`src/rtl/param_counter.sv`:
```
// Up/down modulo counter with prescaler, parallel load, wrap/saturate mode,
// terminal-count pulse and active-low hex 7-segment decode of the count.
module param_counter #(
  parameter int unsigned WIDTH    = 10,
  parameter int unsigned MODULUS  = 1024,
  parameter int unsigned PRESCALE = 50000000,
  parameter int unsigned NDIGITS  = 3
) (
  input  logic                 CLOCK_50,
  input  logic                 Resetn,
  input  logic                 En,
  input  logic                 Up,
  input  logic                 Load,
  input  logic [WIDTH-1:0]     D,
  input  logic                 Sat,
  output logic [WIDTH-1:0]     Q,
  output logic                 Tick,
  output logic                 TC,
  output logic [7*NDIGITS-1:0] HEX
);

  localparam int unsigned PW = (PRESCALE > 1) ? $clog2(PRESCALE) : 1;
  localparam int unsigned HW = 4 * NDIGITS;
  localparam logic [WIDTH-1:0] QMAX    = WIDTH'(MODULUS - 1);
  localparam logic [PW-1:0]    PLAST   = PW'(PRESCALE - 1);

  logic [PW-1:0]    presc_q, presc_d;
  logic [WIDTH-1:0] count_q, count_d;
  logic             tick_q, tick_d;
  logic             tc_q, tc_d;

  logic             tick_event;
  logic             at_bound;
  logic [WIDTH-1:0] d_clamped;

  always_comb begin
    tick_event = En && (presc_q == PLAST);
    at_bound   = Up ? (count_q == QMAX) : (count_q == '0);
    d_clamped  = (D > QMAX) ? QMAX : D;
  end

  // Load wins over a coincident tick event; the event is simply dropped.
  always_comb begin
    presc_d = presc_q;
    count_d = count_q;
    tick_d  = 1'b0;
    tc_d    = 1'b0;
    if (Load) begin
      presc_d = '0;
      count_d = d_clamped;
    end else if (tick_event) begin
      presc_d = '0;
      tick_d  = 1'b1;
      tc_d    = at_bound;
      if (!at_bound) begin
        count_d = Up ? count_q + WIDTH'(1) : count_q - WIDTH'(1);
      end else if (!Sat) begin
        count_d = Up ? '0 : QMAX;
      end
    end else if (En) begin
      presc_d = presc_q + PW'(1);
    end
  end

  always_ff @(posedge CLOCK_50) begin
    if (!Resetn) begin
      presc_q <= '0;
      count_q <= '0;
      tick_q  <= 1'b0;
      tc_q    <= 1'b0;
    end else begin
      presc_q <= presc_d;
      count_q <= count_d;
      tick_q  <= tick_d;
      tc_q    <= tc_d;
    end
  end

  assign Q    = count_q;
  assign Tick = tick_q;
  assign TC   = tc_q;

  function automatic logic [6:0] seg7(input logic [3:0] v);
    logic [6:0] s;
    case (v)
      4'h0: s = 7'h40;
      4'h1: s = 7'h79;
      4'h2: s = 7'h24;
      4'h3: s = 7'h30;
      4'h4: s = 7'h19;
      4'h5: s = 7'h12;
      4'h6: s = 7'h02;
      4'h7: s = 7'h78;
      4'h8: s = 7'h00;
      4'h9: s = 7'h10;
      4'hA: s = 7'h08;
      4'hB: s = 7'h03;
      4'hC: s = 7'h46;
      4'hD: s = 7'h21;
      4'hE: s = 7'h06;
      default: s = 7'h0E;
    endcase
    return s;
  endfunction

  // Digits above the counter width decode zero-extended bits.
  logic [HW-1:0] q_ext;
  assign q_ext = HW'(count_q);

  for (genvar i = 0; i < int'(NDIGITS); i++) begin : g_digit
    assign HEX[7*i +: 7] = seg7(q_ext[4*i +: 4]);
  end

endmodule

```
`config.mk`:
```
export PLATFORM = sky130hd
export DESIGN_NAME = param_counter
export DESIGN_NICKNAME = d
export VERILOG_FILES = /design/src/rtl/param_counter.sv
export SDC_FILE = /design/constraint.sdc
export NUM_CORES = 1
export LEC_CHECK = 0
export BUFFER_PORTS_ARGS = -buffer_cell sky130_fd_sc_hd__buf_2
export CORE_ASPECT_RATIO = 0.75
export CORE_MARGIN = 4
export CORE_UTILIZATION = 61
export CTS_CLUSTER_DIAMETER = 200
export DETAILED_ROUTE_END_ITERATION = 6
export GPL_TIMING_DRIVEN = 0
export PLACE_DENSITY = 0.85
export SETUP_SLACK_MARGIN = 0.4
export SYNTH_ARGS = -nofsm -noshare
export SYNTH_HDL_FRONTEND = slang
export SYNTH_SLANG_ARGS = --single-unit
```
`constraint.sdc`:
```
create_clock -name CLOCK_50 -period 4.55 [get_ports CLOCK_50]
set_input_delay 0.455 -clock CLOCK_50 [delete_from_list [all_inputs] [get_ports CLOCK_50]]
set_output_delay 0.455 -clock CLOCK_50 [all_outputs]
set_load 0.01 [all_outputs]
```
==> impl_metrics.py <==
metrics = {
    "synthesis": {
        "ys.flop_type": "dfxtp_1",
        "post_synth.cell_area_avg_sq_um": 8.80,
        "yosysMostFrequentCell": "dfxtp_1",
        "yosys_register_bits": 57,
        "async_flop_share_pct": 0,
        "synth_cell_types": 63,
        "synthTopCellsByCount": "dfxtp_1 (57), nor2_1 (42), nand2_1 (33), ha_1 (20)",
        "synth_top_area_share_pct": 34.5,
        "syn_nets": 413,
        "yosys_warnings": 0,
        "syn_inst": 376,
        "synthesis.area_sq_um": 3310,
        "synth_edf_count": 0,
        "synth.area.top_cells": "dfxtp_1 (34%), ha_1 (7.6%), mux2i_1 (4.8%)",
        "yosys.area.top_type": "dfxtp_1",
        "ys_seq_area_share_pct": 34.5,
    },
    "layout": {
        "nFillCells": 418,
        "syn2layout_area_growth_pct": 15.7,
        "final_nets": 471,
        "antenna_cells": 0,
        "drive_gt1_share_pct": 17.6,
    },
    "job": {
        "maxCapViolations": 0,
    },
    "setup_path": {
        "reg2reg_depth": 12,
        "worstSetupEndpoint": "HEX[7]",
        "cp-start-kind": "register",
        "critical_path_required_ns": 4.78,
        "arrival_ns": 3.97,
        "path_class": "register to register",
        "path_max_fanout": 10,
        "rrSetupSlack_ns": 0.81,
        "cp-startpoint": "Q[1]",
        "end_kind": "register",
        "reg2reg_from": "Q[1]",
        "r2r_end": "HEX[7]",
    },
    "detailed_routing": {
        "via_count": 2970,
        "wl_per_cell_microns": 15.5,
        "firstDrtPassIters": 6,
        "route.detailed.drc": 0,
        "drtAntennaViolNets": 0,
        "routed_wl_microns": 7920,
        "avgViaCountPerCell": 5.82,
        "first_iter_violations": 263,
    },
    "timing": {
        "fin_crit_sh_pct": 82.2,
        "finalSetupTns_ns": 0,
        "relSlewSlack_pct": 51.4,
        "hold_viol": 0,
        "fmax_ghz": 0.267,
        "slew_viol_final": 0,
        "setup_viol": 0,
        "rsz0062_at_grt": "false",
        "tightest_slew_ns": 0.723,
        "period_needed_ns": 3.74,
        "skew_ns": 0.00525,
    },
    "power_and_ir_drop": {
        "power_w": 0.00120,
        "ir_worst_vdd_mv": 0.240,
        "leakage_nw": 1.61,
        "powerDensity_nw_per_um2": 314,
    },
    "die": {
        "core_sq_um": 5060,
        "initial_core_util_pct": 65.3,
        "io_pins": 49,
        "die_area_sq_um": 6680,
        "row_count": 22,
        "die_width_microns": 93.1,
        "fp.dieH_microns": 71.8,
    },
    "hold_path": {
        "hold_class": "input port to register",
    },
    "placement": {
        "post-dp-hpwl_microns": 6010,
        "port_buffers": 47,
        "place.gp.congestion": 0.920,
    },
    "grt": {
        "met1_usage_pct": 35.2,
        "antenna_found_initial": 0,
        "met2_usage_pct": 35.7,
        "grt.total_usage_pct": 24.3,
        "global_route.overflow_total": 0,
        "grt_max_degree": 11,
        "top_usage_layer": "met2",
        "grt_pass1_vias": 2610,
        "grt_pass1_wl_microns": 12800,
        "grtUsageMet3_pct": 6.61,
    },
    "clocking": {
        "cts_made_buffers": 9,
        "cts_tree": "built",
        "cts_buffer_depth": 2,
        "h-tree-depth": 3,
        "clock_latency_ns": 0.34,
        "postCtsSetupRepairBufs": 0,
        "holdBufCountCts": 0,
        "root_buffer": "clkbuf_8",
        "ctsResizeCount": 0,
        "cts.clk_slew.worst_paths_ns": 0.06,
        "cts.sinks": 57,
    },
    "status": {
        "outcome": "complete, no violations",
    },
}
-- report_power, final --
group          internal, W  total (W)  switching (W)  leakage (nW)
Clock             0.000278   0.000469       0.000191         0.102
Combinational    0.0000837   0.000199       0.000115          1.04
Sequential        0.000520   0.000533      0.0000130         0.466
-- cells by family (layout without fill, tap and decap cells) --
| group | Yosys count | after routing | share of synthesized area [%] |
|---|---|---|---|
| AND/OR/NAND/NOR | 155 | 155 | 25.1 |
| AO/OA/AOI/OAI | 68 | 68 | 15.5 |
| flip-flops | 57 | 57 | 34.5 |
| XOR/XNOR | 30 | 30 | 7.94 |
| buffers and inverters | 27 | 89 | 3.52 |
| adder cells (fa/ha/maj) | 21 | 21 | 8.17 |
| multiplexers | 17 | 17 | 5.18 |
| other | 1 | 1 | 0.113 |
-- cell usage in the layout (no fill, tap or decap), types with 3 or more instances in the layout --
cell	synthesis	routed
a21o_1	3	3
a21oi_1	11	11
and2_1	7	7
and3_1	9	9
and4_1	4	4
buf_2	1	48
buf_4	3	3
clkbuf_1	8	9
clkbuf_8	0	11
dfxtp_1	57	57
ha_1	20	20
inv_1	13	13
mux2i_1	16	16
nand2_1	33	33
nand2b_1	6	6
nand3_1	9	9
nand4_1	9	9
nor2_1	42	42
nor2b_1	4	4
nor3_1	5	5
nor4_1	4	4
o21a_1	7	7
o21ai_0	7	7
o21ai_1	5	5
o31a_1	4	4
o31ai_1	5	5
or3_1	7	7
or4_1	3	3
xnor2_1	14	14
xor2_1	16	16
-- per-stage QoR --
stage / area (sq um) / utilization (%) / setup slack, ns / std cells / hold WS, ns
2_1_floorplan: 3310 / - / 1.43 / 376 / 0.472
3_3_place_gp: 3630 / 71.8 / 0.861 / 495 / 0.489
6_report: 3830 / 75.6 / 0.810 / 510 / 0.440
4_1_cts: 3830 / 75.6 / 0.910 / 510 / 0.432
3_5_place_dp: 3630 / 71.8 / 0.779 / 495 / 0.505
5_1_grt: 3830 / 75.6 / 0.568 / 510 / 0.454
-- how the worst min path moves through the flow --
stage                     start           to  slack (ns)  cells past startpoint
finish                       En   presc_q[0]        0.44                      3
global route                 En   presc_q[0]        0.45                      3
CTS                          En   presc_q[0]        0.43                      3
detailed placement  presc_q[20]  presc_q[20]        0.50                      2
global placement    presc_q[23]  presc_q[23]        0.49                      2
floorplan           presc_q[23]  presc_q[23]        0.47                      2
-- state kept, by name (all words and copies together), names as in the netlist --
name and count:
HEX 19, Q 10, TC 1, Tick 1
presc_q 26
-- cell type report --
class	instances	area, sq um	share of cell area (%)
plain buffers	12	57.6	1.50
clock buffers	12	155	4.05
clock inverters	3	40.0	1.05
inverters	15	58.8	1.54
multi-input cells	292	2050	53.6
flip-flops and latches	57	1140	29.8
well taps	72	90.1	2.35
repair buffers	47	235	6.14
-- worst max-delay path, stage by stage (launching register included) --
cell and delay, ns:
dfxtp_1 0.36, or4_1 0.61, nor3_2 0.58, o21ai_1 0.16
nand2_1 0.23, nand2_1 0.08, a31oi_1 0.43, and2_1 0.30
inv_1 0.11, ha_1 0.28, nand2_1 0.12, mux2i_1 0.07
a211o_1 0.29
-- routing by layer --
metal  share of wire (%)  wire (microns)  vias up
met5                   0               0        -
met3                 7.6             601       13
met2                  42            3340      113
met1                  49            3870     1375
li1                    -               -     1469
met4                 1.3             104        0
Power figures use the tool's default switching activity.
